## src/rtl/bus_fabric_if.sv

```systemverilog
// Master-side bus bundle for bus_fabric: cpu strobe/address/data plus the per-slave
// strobe/ack/read-data fan-out. "slave" is the fabric's view; "master" drives the fabric.
interface bus_fabric_if #(
    parameter int NUM_SLV = 8,
    parameter int AW      = 22
);
    logic                    m_stb;
    logic                    m_we;
    logic [AW-1:0]           m_addr;
    logic [31:0]             m_rdata;
    logic                    m_ack;
    logic [NUM_SLV-1:0]      s_stb;
    logic [NUM_SLV*32-1:0]   s_rdata;
    logic [NUM_SLV-1:0]      s_ack;

    modport master (
        output m_stb, m_we, m_addr, s_rdata, s_ack,
        input  m_rdata, m_ack, s_stb
    );

    modport slave (
        input  m_stb, m_we, m_addr, s_rdata, s_ack,
        output m_rdata, m_ack, s_stb
    );
endinterface

```

## src/rtl/bus_fabric.sv

```systemverilog
// Word-address decoder/mux for the RISC5 master bus: fixed-priority base/mask windows,
// unmapped-access responder, ack timeout watchdog and first-error capture with interrupt.
module bus_fabric #(
    parameter int                  NUM_SLV  = 8,
    parameter int                  AW       = 22,
    parameter logic [NUM_SLV*AW-1:0] SLV_BASE = '0,
    parameter logic [NUM_SLV*AW-1:0] SLV_MASK = '0,
    parameter int                  TMO_CYC  = 255,
    parameter logic [31:0]         ERR_DATA = 32'h00000000
) (
    input  logic          clk,
    input  logic          rst_n,
    bus_fabric_if.slave   bus,
    input  logic          err_clr,
    output logic          err_valid,
    output logic          err_ovf,
    output logic          err_cause,
    output logic          err_we,
    output logic [AW-1:0] err_addr,
    output logic          err_irq
);

    localparam int CW = $clog2(TMO_CYC + 2);
    localparam logic [CW-1:0] CNT_MAX = '1;

    logic [CW-1:0]      cnt;
    logic               mapped;
    logic [NUM_SLV-1:0] sel_oh;
    logic               sel_ack;
    logic [31:0]        sel_rdata;
    logic               tmo_hit;
    logic               force_ack;

    // Walk from the top index down so the lowest matching window is the one left standing.
    always_comb begin
        mapped    = 1'b0;
        sel_oh    = '0;
        sel_ack   = 1'b0;
        sel_rdata = '0;
        for (int i = NUM_SLV - 1; i >= 0; i--) begin
            if (((bus.m_addr ^ SLV_BASE[i*AW +: AW]) & SLV_MASK[i*AW +: AW]) == '0) begin
                mapped    = 1'b1;
                sel_oh    = '0;
                sel_oh[i] = 1'b1;
                sel_ack   = bus.s_ack[i];
                sel_rdata = bus.s_rdata[i*32 +: 32];
            end
        end
    end

    assign tmo_hit   = (TMO_CYC != 0) && (cnt == CW'(TMO_CYC));
    assign force_ack = bus.m_stb & (mapped ? (tmo_hit & ~sel_ack) : (cnt == CW'(1)));

    assign bus.s_stb   = bus.m_stb ? sel_oh : '0;
    assign bus.m_ack   = (bus.m_stb & mapped & sel_ack) | force_ack;
    assign bus.m_rdata = !bus.m_stb                ? 32'h0 :
                         (mapped && !force_ack)    ? sel_rdata : ERR_DATA;

    always_ff @(posedge clk or negedge rst_n) begin
        if (!rst_n) begin
            cnt <= '0;
        end else if (!bus.m_stb || bus.m_ack) begin
            cnt <= '0;
        end else if (cnt != CNT_MAX) begin
            cnt <= cnt + CW'(1);
        end
    end

    // A clear landing with a new error still records that error as the fresh first capture.
    always_ff @(posedge clk or negedge rst_n) begin
        if (!rst_n) begin
            err_valid <= 1'b0;
            err_ovf   <= 1'b0;
            err_cause <= 1'b0;
            err_we    <= 1'b0;
            err_addr  <= '0;
        end else if (force_ack) begin
            if (!err_valid || err_clr) begin
                err_valid <= 1'b1;
                err_ovf   <= 1'b0;
                err_cause <= mapped;
                err_we    <= bus.m_we;
                err_addr  <= bus.m_addr;
            end else begin
                err_ovf   <= 1'b1;
            end
        end else if (err_clr) begin
            err_valid <= 1'b0;
            err_ovf   <= 1'b0;
        end
    end

    assign err_irq = err_valid;

endmodule

```

## src/flat_wrapper.sv

```systemverilog
// flat-port wrapper written by rule: the top's interface ports become plain ports
module bus_fabric_flat 
#(
    parameter int                  NUM_SLV  = 8,
    parameter int                  AW       = 22,
    parameter logic [NUM_SLV*AW-1:0] SLV_BASE = '0,
    parameter logic [NUM_SLV*AW-1:0] SLV_MASK = '0,
    parameter int                  TMO_CYC  = 255,
    parameter logic [31:0]         ERR_DATA = 32'h00000000
)
  (clk, rst_n, err_clr, err_valid, err_ovf, err_cause, err_we, err_addr, err_irq, bus_m_stb, bus_m_we, bus_m_addr, bus_s_rdata, bus_s_ack, bus_m_rdata, bus_m_ack, bus_s_stb);
  bus_fabric_if #(.NUM_SLV(NUM_SLV), .AW(AW)) bus_i ();
  input  logic clk;
  input  logic rst_n;
  input  logic err_clr;
  output logic err_valid;
  output logic err_ovf;
  output logic err_cause;
  output logic err_we;
  output logic [AW-1:0] err_addr;
  output logic err_irq;
  input wire logic [$bits(bus_i.m_stb)-1:0] bus_m_stb;
  input wire logic [$bits(bus_i.m_we)-1:0] bus_m_we;
  input wire logic [$bits(bus_i.m_addr)-1:0] bus_m_addr;
  input wire logic [$bits(bus_i.s_rdata)-1:0] bus_s_rdata;
  input wire logic [$bits(bus_i.s_ack)-1:0] bus_s_ack;
  output wire logic [$bits(bus_i.m_rdata)-1:0] bus_m_rdata;
  output wire logic [$bits(bus_i.m_ack)-1:0] bus_m_ack;
  output wire logic [$bits(bus_i.s_stb)-1:0] bus_s_stb;
  assign bus_i.m_stb = bus_m_stb;
  assign bus_i.m_we = bus_m_we;
  assign bus_i.m_addr = bus_m_addr;
  assign bus_i.s_rdata = bus_s_rdata;
  assign bus_i.s_ack = bus_s_ack;
  assign bus_m_rdata = bus_i.m_rdata;
  assign bus_m_ack = bus_i.m_ack;
  assign bus_s_stb = bus_i.s_stb;
  bus_fabric #(.NUM_SLV(NUM_SLV), .AW(AW), .SLV_BASE(SLV_BASE), .SLV_MASK(SLV_MASK), .TMO_CYC(TMO_CYC), .ERR_DATA(ERR_DATA)) u_core (.clk(clk), .rst_n(rst_n), .bus(bus_i), .err_clr(err_clr), .err_valid(err_valid), .err_ovf(err_ovf), .err_cause(err_cause), .err_we(err_we), .err_addr(err_addr), .err_irq(err_irq));
endmodule
```

## config.mk

```make
export PLATFORM = sky130hd
export DESIGN_NAME = bus_fabric_flat
export DESIGN_NICKNAME = d
export VERILOG_FILES = /design/src/rtl/bus_fabric_if.sv /design/src/rtl/bus_fabric.sv /design/src/flat_wrapper.sv
export SDC_FILE = /design/constraint.sdc
export NUM_CORES = 1
export LEC_CHECK = 0
export CAP_MARGIN = 0
export CORE_AREA = 2 2 141 143
export CTS_BUF_LIST = sky130_fd_sc_hd__clkbuf_2
export DETAILED_ROUTE_END_ITERATION = 10
export DIE_AREA = 0 0 143 145
export SYNTH_ARGS = -nofsm -noshare
export SYNTH_HDL_FRONTEND = slang
export SYNTH_SLANG_ARGS = --single-unit
```

## constraint.sdc

```tcl
create_clock -name clk -period 2.57 [get_ports clk]
set_clock_uncertainty 0.2 [all_clocks]
set_input_delay 0.514 -clock clk [delete_from_list [all_inputs] [get_ports clk]]
set_output_delay 0.514 -clock clk [all_outputs]
set_load 0.01 [all_outputs]
```

-- Word level (Yosys, flattened, before mapping)
Index checks and enable logic that the tools add are counted.
- RAM bits: 0
- bits in read-only memories: 0
- logic and storage cells: 33
- bits in latches: 0
- bits of input ports: 291
- flip-flop bits (word level): 35
- memories: 0
- reduce and logical (&&, ||, !) cells: 8
- div/mod/pow operators: 0
- multiply operators: 0
- equal/unequal tests: 3
- bitwise operators: 5
- multiplexer cells: 10
- add/sub/neg operators: 1
- shift-type cells: 0
- $lt $le $gt $ge: 0
- operators with widths (operator ; number):
    two-way mux 32 bit ; 2
    two-way mux 9 bit ; 2
    adder 9 x 1 -> 9 bit, second input constant ; 1
    == test 9 x 8 -> 1 bit, second input constant ; 1
    inequality test 9 bit, second input constant ; 1
    two-way mux 1 bit ; 6
    AND reduction 2 bit ; 2
    nonzero test 2 bit ; 2
    bitwise AND 1 bit ; 3
    logical NOT 1 bit ; 2
    logical OR 1 bit ; 2
    inequality test 2 bit, second input constant ; 1
    inverter 1 bit ; 1
    OR 1 bit ; 1

-- Longest topological paths before layout
- depth after elaboration: 6
- gate-level depth with buffers: 8
- depth with buffers taken out: 7

-- Least setup slack after synthesis
No wires, ideal clock.
- path type: register -> output
- start: register u_core.cnt[0]
- end: output port bus_m_rdata[10]
- data required time: 1.856 ns
- cell stages (with the launch flop): 8
- path slack: 0.176 ns
- arrival: 1.680 ns
- path buffers: 1
- cells stage by stage: dfrtp_1 -> ha_1 -> nand4_1 -> nor2_1 -> ha_1 -> a21boi_1 -> clkbuf_1 -> and2_1
- longest elaborated chain between the ends: 5
- ends and longest elaborated chain (element ; RTL line ; RTL):
    start, declared ; bus_fabric.sv:26 ; logic [CW-1:0] cnt;
    start signal, assigned ; bus_fabric.sv:65 ; cnt <= cnt + CW'(1);
    == test 9 x 8 -> 1 bit ; bus_fabric.sv:51 ; assign tmo_hit = (TMO_CYC != 0) && (cnt == CW'(TMO_CYC));
    bitwise AND 1 bit (2 in series) ; bus_fabric.sv:52 ; assign force_ack = bus.m_stb & (mapped ? (tmo_hit & ~sel_ack) : (cnt == CW'(1)));
    two-way mux 32 bit ; bus_fabric.sv:57 ; (mapped && !force_ack) ? sel_rdata : ERR_DATA;
    two-way mux 32 bit ; bus_fabric.sv:56 ; assign bus.m_rdata = !bus.m_stb ? 32'h0 :
    end, declared ; flat_wrapper.sv:27 ; output wire logic [$bits(bus_i.m_rdata)-1:0] bus_m_rdata;
No other way between the ends.

-- Final worst setup path
- start: register u_core.cnt[0]
- end: output port bus_m_rdata[14]
The elaborated chain is that of the path after synthesis.

==> impl_metrics.csv <==
group,metric,value,unit
critical_path,required,1.86,ns
yosys,ys_types,31,
power,share_comb_of_total_power,26.3,%
yosys,synth_xor_area_share,1.982,%
clock_network,tritoncts,"done",
timing,setup_viol,33,
layout,n_antenna_cell,0,
floorplan,dieHeight,145,um
timing,rsz0062_at_grt,"yes",
yosys,synth_compound_area_share,3.751,%
global_routing,overflow,0,
yosys,synth_area_leaders,"dfrtp_1 (50%), mux2_2 (13%), and2_1 (11%), buf_4 (4.7%), ha_1 (2.1%)",
routing,drtPass1Iterations,4,
timing,finalHoldViolCount,0,
clock_network,cts_made_buffers,5,
timing,worstMarginPinSlew,0.8140,ns
placement,place_hpwl,5.968,mm
global_routing,grt_pass1_vias,1969,
critical_path,arrival,2.16,ns
power,p_total,1100,uW
yosys,synth_fa_ha_area_share,2.123,%
clock_network,cts-root-buf,"clkbuf_2",
hold_path,hold_path_class,"flip-flop to flip-flop",
floorplan,row_count,51,
critical_path,startpoint_type,"flip-flop",
yosys,synth_edf_count,0,
floorplan,initial_core_util,9.205,%
yosys,ys_ff_latch,35,
routing,routedWlPerCell,13.94,um
floorplan,fp.dieW,143,um
timing,worst_slack,-0.2996,ns
power,clkPwrFrac,23.4,%
clock_network,ctsLongestPathBuffers,2,
yosys,synth_top_area_share,49.54,%
placement,portBuffers,120,
routing,drc,0,
routing,dr_wl_met2,3.380,mm
clock_network,numClockSinks,35,
routing,vias_per_cell,2.959,
yosys,synth_ff_type,"dfrtp_1",
power,p_leak,0.001719,uW
timing,maxSlewViolCount,0,
timing,finalCriticalPeriod,2.870,ns
outcome,failed_checks,"setup timing",
clock_network,clk_latency,0.40,ns
power,power_density,287.3,nW/um2
routing,top_layer,"met4",
floorplan,coreArea,19210,um2
flow_run,max-cap-violations,0,
clock_network,htreeDepth,2,
critical_path,cp_max_fo,4,
yosys,syn_avg_cell_area,11.41,um2
layout,drive_gt1_share,45.89,%
routing,wl,8.102,mm
floorplan,dieArea,20740,um2
layout,layout_common_cells,"clkdlybuf4s50_1 (86), buf_6 (52), dfrtp_1 (35), and2_4 (30), mux2_2 (21)",
floorplan,ios,359,
layout,fin_nets,609,
routing,wl_met3,1.785,mm
timing,worst_slew_margin_rel,45.73,%
yosys,yosysSeqAreaShare,49.54,%
layout,final_util,19.93,%
yosys,synthMuxAreaShare,15.78,%
yosys,yosysWarningCount,0,
timing,post-route-period-util,111.7,%
yosys,synth_top_family_by_area,"simple AND/OR/NAND/NOR gates",
global_routing,grt_pass1_wl,11.99,mm
placement,placedCellCount,544,
clock_network,path_clk_slew,0.21,ns
yosys,synthSimpleGateAreaFrac,20.17,%
power,swShare,26.65,%
layout,layout_commonest_cell,"clkdlybuf4s50_1",
power,p_switching,293.1,uW
critical_path,critPathKind,"flip-flop to output port",
layout,syn2layout_area_growth,116.5,%
routing,dr_total_vias,1719,
layout,fillers,2104,
placement,gp_congestion,0.6592,
yosys,synth_cells,155,
yosys,yosysTopAreaCell,"dfrtp_1",
power,ir_drop,0.00009565,V
outcome,status,"finished, violations left",
yosys,syn_area,1768,um2
routing,wl_met1,2.887,mm
global_routing,grt_usage,7.891,%
layout,fin_cells,581,
power,pwr-share-seq,50.3,%
global_routing,grt_max_degree,36,
critical_path,critPathCaptureType,"output port",
timing,fmax,348.5,MHz
routing,antenna_left,0,
routing,drtIter0Drc,24,
global_routing,antenna_found_initial,0,
power,intPower,806.6,uW
yosys,ys_async_sr_fraction,100.0,%
==> sequential cells by signal, indices dropped and copies added (netlist names) <==
signal,flops
u_core.cnt,9
u_core.err_we,1
u_core.err_ovf,1
u_core.err_irq,1
u_core.err_addr,22
u_core.err_cause,1
==> layout make-up <==
cell class,instances,area (um2),share of cell area [%]
well taps,265,331.6,8.663
multi-input cells,107,920.9,24.06
flip-flops and latches,35,875.8,22.88
clock inverters,3,15.01,0.3923
clock buffers,5,25.02,0.6538
inverters,4,15.01,0.3923
repair buffers,162,1644,42.96
==> cells in the mapped netlist (3+ instances only) <==
cell type / number
nor2_1: 10
and2_1: 32
dfrtp_1: 35
o21ai_0: 3
clkbuf_1: 3
ha_1: 3
xor2_1: 3
a21oi_1: 4
mux2_2: 21
inv_1: 4
buf_4: 11
==> path summary, 6_finish.rpt <==
path | startpoint | end | slack [ns] | cells after the start
setup / recovery | u_core.cnt[0] | bus_m_rdata[14] | -0.30 | 10
hold / removal | u_core.err_cause | u_core.err_cause | 0.30 | 1
setup reg to reg | u_core.cnt[0] | u_core.cnt[7] | 0.13 | 9
hold reg to reg | u_core.err_cause | u_core.err_cause | 0.30 | 1
max in group asynchronous | rst_n | u_core.err_addr[14] | 1.10 | 2
min in group asynchronous | rst_n | u_core.cnt[1] | 0.54 | 2
==> routing by layer <==
metal  vias to the layer above  GRT usage (%)
li1                        816              -
met1                       813          8.252
met2                        86          11.34
met3                         4          7.756
met4                         0          1.634
met5                         -              0
==> what timing repair did <==
item | in CTS | in global routing
endpoints found under the setup margin | 33 | 57
hold endpoints to repair | 11 | 0
gates resized for setup | 216 | 18
setup buffers | 31 | 3
pin swaps | 36 | 8
hold buffers | 1 | 0
cloned | 3 | 0
==> power groups by stage <==
stage / registers (uW) / logic [uW] / clock network, uW
2_1_floorplan: 564 / 60.2 / 0
3_3_place_gp: 563 / 222 / 0
3_5_place_dp: 563 / 224 / 0
4_1_cts: 554 / 280 / 273
5_1_grt: 554 / 310 / 292
6_report: 554 / 289 / 257
==> metrics by stage <==
stage	setup TNS (ns)	hold slack, ns	worst slack [ns]	cell area, um2
6_report	-7.631	0.3016	-0.2996	3827
5_1_grt	-11.92	0.3212	-0.4330	3827
4_1_cts	-10.28	0.3107	-0.3699	3804
3_5_place_dp	-9.623	0.2663	-0.3152	3329
3_3_place_gp	-8.094	0.2633	-0.2694	3329
2_1_floorplan	0	0.01841	0.1763	1790
==> worst max-delay path, stage by stage (launching register included) <==
cell,delay [ns]
dfrtp_1,0.43
ha_2,0.19
nand4_1,0.10
nor2_2,0.08
ha_4,0.17
a21boi_4,0.24
buf_6,0.14
buf_6,0.09
buf_6,0.09
and2_4,0.12
buf_6,0.09
==> cells by family after synthesis <==
family                   after synthesis
multiplexers                          25
AND/OR/NAND/NOR                       58
XOR/XNOR                               4
adder cells (fa/ha/maj)                3
flip-flops                            35
other                                  1
buffers and inverters                 19
AO/OA/AOI/OAI                         10
Power figures use the tool's default switching activity.
